**config.mk**
```make
export PLATFORM = sky130hd
export DESIGN_NAME = ws2812_rx
export DESIGN_NICKNAME = d
export VERILOG_FILES = /design/src/rtl/ws2812_pkg.sv /design/src/rtl/ws2812_sync.sv /design/src/rtl/ws2812_rx.sv
export SDC_FILE = /design/constraint.sdc
export NUM_CORES = 1
export LEC_CHECK = 0
export ABC_CLOCK_PERIOD_IN_PS = 6600
export BUFFER_PORTS_ARGS = -buffer_cell sky130_fd_sc_hd__buf_2
export CAP_MARGIN = 20
export CORE_UTILIZATION = 45
export DETAILED_ROUTE_END_ITERATION = 8
export SLEW_MARGIN = 20
export SYNTH_ARGS = -nofsm -noshare
export SYNTH_HDL_FRONTEND = slang
export SYNTH_SLANG_ARGS = --single-unit
```
**constraint.sdc**
```tcl
create_clock -name clk -period 6.6 [get_ports clk]
set_input_delay 1.65 -clock clk [delete_from_list [all_inputs] [get_ports clk]]
set_output_delay 1.65 -clock clk [all_outputs]
set_load 0.005 [all_outputs]
```
**src/rtl/ws2812_pkg.sv**
```systemverilog
// Shared WS2812 definitions: receiver FSM encoding, GRB word width and the
// default pulse timing (100 MHz clock) common to the transmitter and receiver.
package ws2812_pkg;

    localparam logic [2:0] ST_SYNC    = 3'd0;
    localparam logic [2:0] ST_WAIT_HI = 3'd1;
    localparam logic [2:0] ST_MEAS_HI = 3'd2;
    localparam logic [2:0] ST_MEAS_LO = 3'd3;
    localparam logic [2:0] ST_ERROR   = 3'd4;

    localparam int GRB_W            = 24;
    localparam int T_THRESH_DEF     = 60;
    localparam int MIN_HIGH_DEF     = 10;
    localparam int MAX_HIGH_DEF     = 120;
    localparam int RESET_CYCLES_DEF = 28000;
    localparam int PIX_W_DEF        = 8;

    function automatic logic is_busy(input logic [2:0] st);
        return (st == ST_MEAS_HI) || (st == ST_MEAS_LO);
    endfunction

endpackage

```
**src/rtl/ws2812_sync.sv**
```systemverilog
// 2-FF synchronizer for the asynchronous serial line plus rise/fall detect.
// ds_o lags din_i by 2 cycles; edge strobes are aligned with the new ds_o level.
module ws2812_sync (
    input  logic clk,
    input  logic reset,
    input  logic din_i,
    output logic ds_o,
    output logic rise_o,
    output logic fall_o
);

    logic s1_q, s2_q, prev_q;

    always_ff @(posedge clk) begin
        if (reset) begin
            s1_q   <= 1'b0;
            s2_q   <= 1'b0;
            prev_q <= 1'b0;
        end else begin
            s1_q   <= din_i;
            s2_q   <= s1_q;
            prev_q <= s2_q;
        end
    end

    assign ds_o   = s2_q;
    assign rise_o = s2_q & ~prev_q;
    assign fall_o = ~s2_q & prev_q;

endmodule

```
**src/rtl/ws2812_rx.sv**
```systemverilog
// WS2812 NRZ receiver: pulse-width decode into 24-bit GRB words, pixel count, reset-code framing.
// Optional strip-element forwarding on dout when WS2812_RX_PASSTHRU_EN is defined.
module ws2812_rx
    import ws2812_pkg::*;
#(
    parameter int T_THRESH     = T_THRESH_DEF,
    parameter int MIN_HIGH     = MIN_HIGH_DEF,
    parameter int MAX_HIGH     = MAX_HIGH_DEF,
    parameter int RESET_CYCLES = RESET_CYCLES_DEF,
    parameter int PIX_W        = PIX_W_DEF
) (
    input  logic             clk,
    input  logic             reset,
    input  logic             din,
    output logic [GRB_W-1:0] grb,
    output logic             grb_valid,
    output logic [PIX_W-1:0] pix_idx,
    output logic             frame_done,
    output logic             busy,
    output logic             err,
    output logic             dout
);

    localparam int CNT_W = $clog2(RESET_CYCLES + 1);
    localparam logic [CNT_W-1:0] CNT_MAX = '1;
    localparam logic [CNT_W-1:0] THR_C   = CNT_W'(T_THRESH);
    localparam logic [CNT_W-1:0] MIN_C   = CNT_W'(MIN_HIGH);
    localparam logic [CNT_W-1:0] MAX_C   = CNT_W'(MAX_HIGH);
    localparam logic [CNT_W-1:0] RST_C   = CNT_W'(RESET_CYCLES);
    localparam logic [4:0]       LAST_BIT = 5'(GRB_W - 1);

    logic ds, rise, fall;

    ws2812_sync u_sync (
        .clk    (clk),
        .reset  (reset),
        .din_i  (din),
        .ds_o   (ds),
        .rise_o (rise),
        .fall_o (fall)
    );

    logic [2:0]       state_q, state_d;
    logic [CNT_W-1:0] cnt_q, cnt_d;
    logic [GRB_W-1:0] sh_q, sh_d, sh_new;
    logic [4:0]       bitcnt_q, bitcnt_d;
    logic [PIX_W-1:0] pixcnt_q, pixcnt_d;
    logic [GRB_W-1:0] grb_q, grb_d;
    logic [PIX_W-1:0] pix_idx_q, pix_idx_d;
    logic             grb_valid_q, grb_valid_d;
    logic             frame_done_q, frame_done_d;
    logic             err_q, err_d;
    logic             low_done;

    // cnt_q holds the number of cycles ds has spent at its current level
    always_comb begin
        if (rise || fall)        cnt_d = CNT_W'(1);
        else if (cnt_q == CNT_MAX) cnt_d = cnt_q;
        else                     cnt_d = cnt_q + 1'b1;
    end

    assign low_done = ~ds & (cnt_d >= RST_C);
    assign sh_new   = {sh_q[GRB_W-2:0], (cnt_q >= THR_C)};

    always_comb begin
        state_d      = state_q;
        sh_d         = sh_q;
        bitcnt_d     = bitcnt_q;
        pixcnt_d     = pixcnt_q;
        grb_d        = grb_q;
        pix_idx_d    = pix_idx_q;
        grb_valid_d  = 1'b0;
        frame_done_d = 1'b0;
        err_d        = err_q;
        case (state_q)
            ST_SYNC: begin
                if (low_done) state_d = ST_WAIT_HI;
            end
            ST_WAIT_HI: begin
                if (rise) state_d = ST_MEAS_HI;
            end
            ST_MEAS_HI: begin
                if (cnt_q > MAX_C || (fall && cnt_q < MIN_C)) begin
                    state_d  = ST_ERROR;
                    err_d    = 1'b1;
                    bitcnt_d = '0;
                end else if (fall) begin
                    state_d = ST_MEAS_LO;
                    sh_d    = sh_new;
                    if (bitcnt_q == LAST_BIT) begin
                        grb_d       = sh_new;
                        grb_valid_d = 1'b1;
                        pix_idx_d   = pixcnt_q;
                        pixcnt_d    = pixcnt_q + 1'b1;
                        bitcnt_d    = '0;
                    end else begin
                        bitcnt_d = bitcnt_q + 1'b1;
                    end
                end
            end
            ST_MEAS_LO: begin
                if (rise) begin
                    state_d = ST_MEAS_HI;
                end else if (low_done) begin
                    // a reset code in mid-word drops the partial word but still closes the frame
                    state_d      = ST_WAIT_HI;
                    frame_done_d = 1'b1;
                    pixcnt_d     = '0;
                    bitcnt_d     = '0;
                    if (bitcnt_q != '0) err_d = 1'b1;
                end
            end
            ST_ERROR: begin
                bitcnt_d = '0;
                if (low_done) begin
                    state_d  = ST_WAIT_HI;
                    pixcnt_d = '0;
                end
            end
            default: state_d = ST_SYNC;
        endcase
    end

    always_ff @(posedge clk) begin
        if (reset) begin
            state_q      <= ST_SYNC;
            cnt_q        <= '0;
            sh_q         <= '0;
            bitcnt_q     <= '0;
            pixcnt_q     <= '0;
            grb_q        <= '0;
            pix_idx_q    <= '0;
            grb_valid_q  <= 1'b0;
            frame_done_q <= 1'b0;
            err_q        <= 1'b0;
        end else begin
            state_q      <= state_d;
            cnt_q        <= cnt_d;
            sh_q         <= sh_d;
            bitcnt_q     <= bitcnt_d;
            pixcnt_q     <= pixcnt_d;
            grb_q        <= grb_d;
            pix_idx_q    <= pix_idx_d;
            grb_valid_q  <= grb_valid_d;
            frame_done_q <= frame_done_d;
            err_q        <= err_d;
        end
    end

    assign grb        = grb_q;
    assign grb_valid  = grb_valid_q;
    assign pix_idx    = pix_idx_q;
    assign frame_done = frame_done_q;
    assign err        = err_q;
    assign busy       = is_busy(state_q);

`ifdef WS2812_RX_PASSTHRU_EN
    logic arm_q, fwd_q, dout_q, stop;

    // forwarding begins on the first rising edge after the frame's own pixel was captured
    assign stop = frame_done_d | ((state_d == ST_ERROR) && (state_q != ST_ERROR));

    always_ff @(posedge clk) begin
        if (reset || stop) begin
            arm_q  <= 1'b0;
            fwd_q  <= 1'b0;
            dout_q <= 1'b0;
        end else begin
            if (grb_valid_q && pix_idx_q == '0) arm_q <= 1'b1;
            if (arm_q && rise) begin
                fwd_q <= 1'b1;
                arm_q <= 1'b0;
            end
            dout_q <= (fwd_q | (arm_q & rise)) & ds;
        end
    end

    assign dout = dout_q;
`else
    assign dout = 1'b0;
`endif

endmodule

```
### Yosys cells after proc, flatten, opt, wreduce, memory -nomap -nowiden

Cells that the tools add are included.

* flip-flop bits (word level): 92
* bits of input ports: 3
* output and inout bits: 37
* logic and storage cells: 88

* add/subtract/negate cells: 3
* $lt $le $gt $ge: 4
* equal/unequal tests: 15
* multiplexer cells: 27
* bitwise operators: 9
* reduce and logical (&&, ||, !) cells: 17

Operator list (number)
* 8-bit 2-to-1 mux: 5
* 15-bit 2-to-1 mux: 2
* 5-bit 2-to-1 mux: 5
* 8-bit one-hot mux with 3 select lines: 1
* 2-bit != test, second input constant: 8
* 15-bit by 1-bit adder with 15-bit output, second input constant: 1
* 15-bit equality test, second input constant: 1
* 15-bit >= comparator, second input constant: 1
* 15-bit by 6-bit >= comparator with 1-bit output, second input constant: 1
* 15-bit by 7-bit greater-than comparator with 1-bit output, second input constant: 1
* 15-bit by 4-bit < comparator with 1-bit output, second input constant: 1
* 3-bit 2-to-1 mux: 5
* 5-bit one-hot mux with 3 select lines: 1
* 3-bit one-hot mux with 4 select lines: 1
* 5-bit AND reduction: 2
* 8-bit by 1-bit adder with 8-bit output, second input constant: 1
* 4-bit AND reduction: 2
* 3-bit by 2-bit equality test with 1-bit output, second input constant: 2
* 1-bit 2-to-1 mux: 6
* 1-bit inverter: 6
* 5-bit by 1-bit adder with 5-bit output, second input constant: 1
* 5-bit equality test, second input constant: 1
* 5-bit nonzero test: 1
* 4-bit OR reduction: 1
* other kinds (14): 18

### Logic depth before layout (Yosys ltp)

Gate-level depths: netlist of run 1.

* word-level depth: 9
* depth in mapped cells: 9
* depth with buffers taken out: 9

### Hierarchy

From an unflattened synthesis of run 1, not the netlist that was laid out.

* cells, all modules: 519
* area, all modules: 4142.7 um^2

By module, submodules not included
* ws2812_rx: instances 1, cells an instance 511, area an instance 4051.4 um^2, sequential area each 1781.7 um^2
* ws2812_sync: instances 1, cells an instance 8, area an instance 91.3 um^2, sequential area each 60.1 um^2

### Worst setup path after synthesis of run 1

No wires, ideal clock.

* path type: input port to flip-flop
* start: in reset
* end: reg cnt_q[10]
* setup time: 0.128 ns
* arrival time: 2.594 ns
* data required time: 6.472 ns
* setup slack: 3.878 ns
* stages: 5
* buffers on the path: 2
* cell sequence: clkbuf_1 -> clkinv_1 -> nand2_1 -> buf_1 -> nor2_1

RTL lines
* from (decl): line ws2812_rx.sv:13 `input logic reset,`
* to (signal assigned): line ws2812_rx.sv:138 `cnt_q <= cnt_d;`
* to (decl): line ws2812_rx.sv:44 `logic [CNT_W-1:0] cnt_q, cnt_d;`

### Worst setup path after layout of run 1

* start: reg cnt_q[7]
* end: reg pixcnt_q[2]

* longest elaborated chain between the ends: 8
* elaborated cells between the ends (all ways): 15
* classes of those cells: add/sub (1); order compare (3); eq/ne (2); mux (5); bitwise (1); reduce/logical (3)

Ends and longest elaborated chain
* 15-bit by 1-bit adder with 15-bit output or 15-bit equality test (tied branches): line ws2812_rx.sv:59, ws2812_rx.sv:58
* 15-bit 2-to-1 mux: line ws2812_rx.sv:58 `else if (cnt_q == CNT_MAX) cnt_d = cnt_q;`
* 15-bit 2-to-1 mux: line ws2812_rx.sv:57 `if (rise || fall) cnt_d = CNT_W'(1);`
* 15-bit >= comparator: line ws2812_rx.sv:62 `assign low_done = ~ds & (cnt_d >= RST_C);`
* 1-bit bitwise AND: line ws2812_rx.sv:62
* 8-bit 2-to-1 mux (2 in a row)
* 8-bit one-hot mux with 3 select lines
* to (signal assigned): line ws2812_rx.sv:141 `pixcnt_q <= pixcnt_d;`
* to (decl): line ws2812_rx.sv:47 `logic [PIX_W-1:0] pixcnt_q, pixcnt_d;`

Parallel ways exist; a longest one is shown, timed or not. The select of a mux whose other input is x is not followed.
A chain may end at the register's enable or synchronous reset.

==> flow_summary.yaml, run 1 <==
outcome:
  outcome: "complete, no violations"
sta:
  fin_crit_ns: 3.45
  setup_viol: 0
  max_slew_margin: 0.310
  max_freq_mhz: 290
  setup_tns_ns: 0
  finalHoldViolCount: 0
  skew_ns: 0.0160
  finalCritPeriodShare: 0.523
  rsz0062_at_grt: "false"
  slew_viol_final: 0
  tightest_slew_ns: 1.03
synthesis:
  synth_top_area_share: 0.471
  yosys.area_share.xor_xnor: 0.0134
  ys.flop_type: "dfxtp_1"
  avgSynthCellArea_um2: 8.06
  synth_top_family_by_area: "simple AND/OR/NAND/NOR gates"
  synth_cells: 485
  synth_area_um2: 3910
  synth.distinct_cells: 54
  synth_edf_count: 0
  async_reset_ff_frac: 0
  yosys.area_share.simple: 0.261
  synth_nets: 495
  yosysSeqAreaShare: 0.471
  synth-adder-area-share: 0.0224
  ys_top_cells_by_area: "dfxtp_1 (47%), nand2_1 (12%), a21oi_1 (8.8%)"
  yosysTopAreaCell: "dfxtp_1"
  yosysWarnings: 0
  synth-seq-cells: 92
  synth_compound_area_frac: 0.176
  yosys-mux-area-fraction: 0.0179
detailed_routing:
  remaining_drc_errors: 0
  drt-initial-drc-count: 128
  postRouteWirelength_mm: 8.22
  drt_pass1_iterations: 4
  via_count: 3378
  drt-wirelength-per-cell_um: 13.2
  ant_nets: 0
  vias_per_cell: 5.43
critical_path:
  worst_setup_path_start_kind: "register"
  cp_max_fo: 24
  cp-end-kind: "register"
  worstSetupStartpoint: "cnt_q[7]"
  cp.arrival_ns: 3.67
  crit_type: "register to register"
  r2r-start: "cnt_q[7]"
  cp.required_ns: 6.82
global_route:
  track_usage: 0.192
  grt_pass1_wl_mm: 13.7
  overflow: 0
  grt_max_degree: 72
  grt_pass1_vias: 2987
  grt_antenna_before_repair: 0
run:
  maxCapViolCount: 0
floorplanning:
  ios: 40
  initial_core_util: 0.471
  chipWidth_um: 95.2
  coreArea_um2: 8300
  die_area_um2: 9070
  rows: 33
  fp.dieH_um: 95.2
min_path:
  worstHoldPathType: "register to register"
  hold_start: "u_sync.s1_q"
clock_network:
  cts_max_level: 3
  clk_latency_ns: 0.36
  clock-sinks: 92
  holdBufCountCts: 0
  cts_resized: 0
  cts_setup_buffers: 0
  cts_buffers: 9
  cts_tree: "done"
  cts_buffer_depth: 2
  cts-root-buf: "clkbuf_8"
  path_clk_slew_ns: 0.10
placement:
  numPortBuffers: 38
  gp_congestion: 0.865
  hpwl_mm: 5.52
  numPlacedInstances: 606
pwr:
  ir_drop_uv: 132
  power_density_nw_per_um2: 225
  power_w: 0.000986
  power.leakage_nw: 1.58
layout:
  area_growth_pct: 11.8
  nNetsFinal: 522
  drive_gt1_frac: 0.124
  stdcell_count: 622
  antennaDiodeCount: 0
[worst paths after layout]
path,to,slack [ns],cells past startpoint
setup / recovery,pixcnt_q[2],3.15,7
hold / removal,u_sync.ds_o,0.45,1
setup reg to reg,pixcnt_q[2],3.15,7
hold reg to reg,u_sync.ds_o,0.45,1
[registers in the layout (all words and copies together), names as in the netlist, 3 cells and up]
signal    flops
sh_q         23
cnt_q        15
grb          24
bitcnt_q      5
state_q       3
pix_idx       8
pixcnt_q      8
[per-layer routing]
| metal | GRT usage | vias up | wire, um |
|---|---|---|---|
| li1 | - | 1729 | - |
| met1 | 0.255 | 1567 | 4080 |
| met2 | 0.308 | 72 | 3750 |
| met3 | 0.0351 | 10 | 283 |
| met4 | 0.0732 | 0 | 104 |
| met5 | 0 | - | 0 |
[Yosys cell counts, drive strengths merged, types with 7 or more instances]
cell,n
nand2,123
nand4,8
clkbuf,16
o21ai,13
dfxtp,92
a21oi,69
ha,7
buf,9
inv,11
nor2,30
mux2i,7
nor3,11
[layout make-up]
type                            instances  area [um2]
Clock buffer                            9         124
Clock inverter                          7        93.8
Fill cell                             839        3930
Inverter                               12        45.0
Multi-Input combinational cell        356        1920
Sequential cell                        92        1840
Tap cell                              105         131
Timing Repair Buffer                   41         213
[cell families after synthesis]
logic type / count (synthesis)
muxes: 7
adders and majority gates: 7
buffers and inverters: 37
other: 1
xor gates and xnor gates: 6
AOI/OAI and AO/OA: 116
and+or+nand+nor: 219
DFF: 92
[critical path, cell delays in order, from the launching register on]
cell and delay [ns]:
dfxtp_1 0.39, or4_1 0.59, a311o_1 0.38, a2111o_1 0.73, nor2_2 0.21, a211oi_1 0.15, o31ai_1 0.76, nor2_1 0.10
[placed cells by master, fill, tap and decap left out, drive strengths merged, types with 4 or more instances in the layout]
master,n
nor3,11
mux2i,7
a31oi,5
and3,6
nand4,8
a21oi,69
inv,14
clkbuf,9
nand3,6
buf,41
ha,7
or4,4
a211oi,6
dfxtp,92
nor4,6
o21ai,13
nor3b,4
xor2,4
nand2,123
nor4b,5
nand2b,4
o31ai,6
nor2,30
[power by group]
group	leakage (nW)	internal, W	switching (W)
sequential	0.742	0.000557	0.00000299
clock	0.107	0.000186	0.000219
combinational	0.727	0.00000580	0.0000156
[per-stage QoR]
stage | worst slack [ns] | instance area, um2 | hold slack (ns) | utilization
2_1_floorplan | 3.88 | 3910 | 0.414 | -
3_3_place_gp | 3.09 | 4160 | 0.423 | 0.501
3_5_place_dp | 3.05 | 4160 | 0.431 | 0.501
4_1_cts | 3.15 | 4370 | 0.453 | 0.527
5_1_grt | 2.92 | 4370 | 0.468 | 0.527
6_report | 3.15 | 4370 | 0.449 | 0.527
(Power assumes the default switching activity.)
==> inputs of run 2 (changes only) <==
--- a/config.mk
+++ b/config.mk
@@ -5,11 +5,12 @@
 export SDC_FILE = /design/constraint.sdc
 export NUM_CORES = 1
 export LEC_CHECK = 0
-export ABC_CLOCK_PERIOD_IN_PS = 6600
+export ABC_CLOCK_PERIOD_IN_PS = 3100
 export BUFFER_PORTS_ARGS = -buffer_cell sky130_fd_sc_hd__buf_2
 export CAP_MARGIN = 20
 export CORE_UTILIZATION = 45
 export DETAILED_ROUTE_END_ITERATION = 8
+export PLACE_DENSITY = 0.66
 export SLEW_MARGIN = 20
 export SYNTH_ARGS = -nofsm -noshare
 export SYNTH_HDL_FRONTEND = slang
==> constraint.sdc (replaced) <==
create_clock -name clk -period 3.1 [get_ports clk]
set_input_delay 0.775 -clock clk [delete_from_list [all_inputs] [get_ports clk]]
set_output_delay 0.775 -clock clk [all_outputs]
set_load 0.005 [all_outputs]
==> flow_summary.yaml, run 2 (same netlist as run 1, synthesis figures left out) <==
detailed_routing:
  drt-wirelength-per-cell_um: 13.5
  drt_pass1_iterations: 5
  via_count: 3455
  routed.top_layer: "met4"
  wl_met1_mm: 4.15
  vias_per_cell: 5.45
  remaining_drc_errors: 0
  route.met3.wl_um: 304
  postRouteWirelength_mm: 8.54
  route.met2.wl_mm: 3.96
  drt-initial-drc-count: 209
  ant_nets: 0
layout:
  area_growth_pct: 14.0
  nNetsFinal: 534
  layout_common_cells: "nand2_1 (122), dfxtp_1 (91), a21oi_1 (69)"
  final_common_cell: "nand2_1"
  drive_gt1_frac: 0.157
  fin_util: 0.537
  antennaDiodeCount: 0
  largest_reg_flops: 24
  seq_area_um2: 1840
  multi_input_area_um2: 1960
  fill_cells: 795
sta:
  finalHoldViolCount: 0
  fin_crit_ns: 2.99
  finalCritPeriodShare: 0.966
  slew_viol_final: 0
  hold_ws_ns: 0.448
  max_slew_margin: 0.397
  skew_ns: 0.0127
  tightest_slew_ns: 0.881
  setup_viol: 0
  max_freq_mhz: 334
  setup_ws_ns: 0.106
pwr:
  power.leakage_nw: 1.61
  p_comb_frac: 0.024
  p_int_w: 0.00150
  seq_power_share: 0.604
  power_density_nw_per_um2: 443
  power_w: 0.00198
  pwr-share-clk: 0.372
  ir_drop_uv: 273
  sw_frac_of_total: 0.242
  power.switching_w: 0.000478
clock_network:
  clk_latency_ns: 0.36
  cts-root-buf: "clkbuf_8"
  cts_max_level: 3
  path_clk_slew_ns: 0.09
  cts_buffers: 9
  cts_tree: "done"
  clock-sinks: 92
  cts_buffer_depth: 2
placement:
  gp_congestion: 0.797
  hpwl_mm: 5.72
  pre_cts_slack_ns: -0.00505
  numPortBuffers: 38
global_route:
  grt_antenna_before_repair: 0
  grt_pass1_vias: 3166
  grt_max_degree: 64
  track_usage: 0.199
  overflow: 0
  grt_pass1_wl_mm: 14.3
floorplanning:
  initial_core_util: 0.471
  chipWidth_um: 95.2
  rows: 33
  ios: 40
  fp.dieH_um: 95.2
  coreArea_um2: 8300
  die_area_um2: 9070
critical_path:
  cp-end-kind: "register"
  max_stage_delay_ns: 0.49
  cp_max_fo: 8
  cp.arrival_ns: 3.28
  cp.required_ns: 3.39
  critPathBufInv: 0
  critPathSlowestCell: "or4_1"
  path_cells: "ha_4 > nand4_1 > o311ai_0 > a2bb2oi_1 > nor4b_2 > a31oi_2 > o21ba_2 > or4_1 > a21oi_1"
  path_delay_family: "compound AO/OA/AOI/OAI gates"
  crit_type: "register to register"
  worst_setup_path_start_kind: "register"
run:
  maxCapViolCount: 0
min_path:
  worstHoldPathType: "register to register"
outcome:
  outcome: "complete, no violations"
## run 2: cell count changes in the layout (fill, tap and decap cells not counted), sizes merged
cell    previous run  this run
clkbuf             9        10
buf               41        53
clkinv             3         4
inv               14        13
bufinv             1         0
## run 2: metrics by stage
step / setup TNS (ns) / std cells / area, um2
after floorplan: 0 / 485 / 3910
after global placement: 0 / 616 / 4230
after detailed placement: -0.00505 / 616 / 4230
after CTS: 0 / 634 / 4420
after global routing: -0.136 / 634 / 4460
final: 0 / 634 / 4460
## run 2: repair_timing
item	CTS	global route
hold buffers	0	0
endpoints found under the hold margin	0	0
resized for setup	0	9
pin swaps	1	0
setup buffers	2	0
setup endpoints to repair	1	17
## run 2: power by group through the flow
stage | clock network [W] | logic [W] | registers, W
floorplan | 0 | 0.0000377 | 0.00122
global placement | 0 | 0.0000459 | 0.00122
detailed placement | 0 | 0.0000471 | 0.00122
CTS | 0.000757 | 0.0000473 | 0.00119
global route | 0.000797 | 0.0000529 | 0.00119
finish | 0.000735 | 0.0000480 | 0.00119
## run 2: layout make-up
class,instances,share of cell area
clock buffers,10,0.0286
clock inverters,6,0.0107
inverters,12,0.0101
multi-input cells,356,0.440
flip-flops and latches,92,0.413
well taps,105,0.0295
repair buffers,53,0.0679
## run 2: final timing paths
path | from | cells past startpoint | slack (ns) | end
worst max register to register | cnt_q[1] | 9 | 0.11 | pixcnt_q[6]
worst min register to register | u_sync.s1_q | 1 | 0.45 | u_sync.ds_o
worst max-delay path | cnt_q[1] | 9 | 0.11 | pixcnt_q[6]
worst min-delay path | u_sync.s1_q | 1 | 0.45 | u_sync.ds_o
## run 2: metal layers
metal  global-route usage  up-vias
met3               0.0399       12
met2                0.329       75
met1                0.256     1610
li1                     -     1758
met5                    0        -
met4               0.0720        0
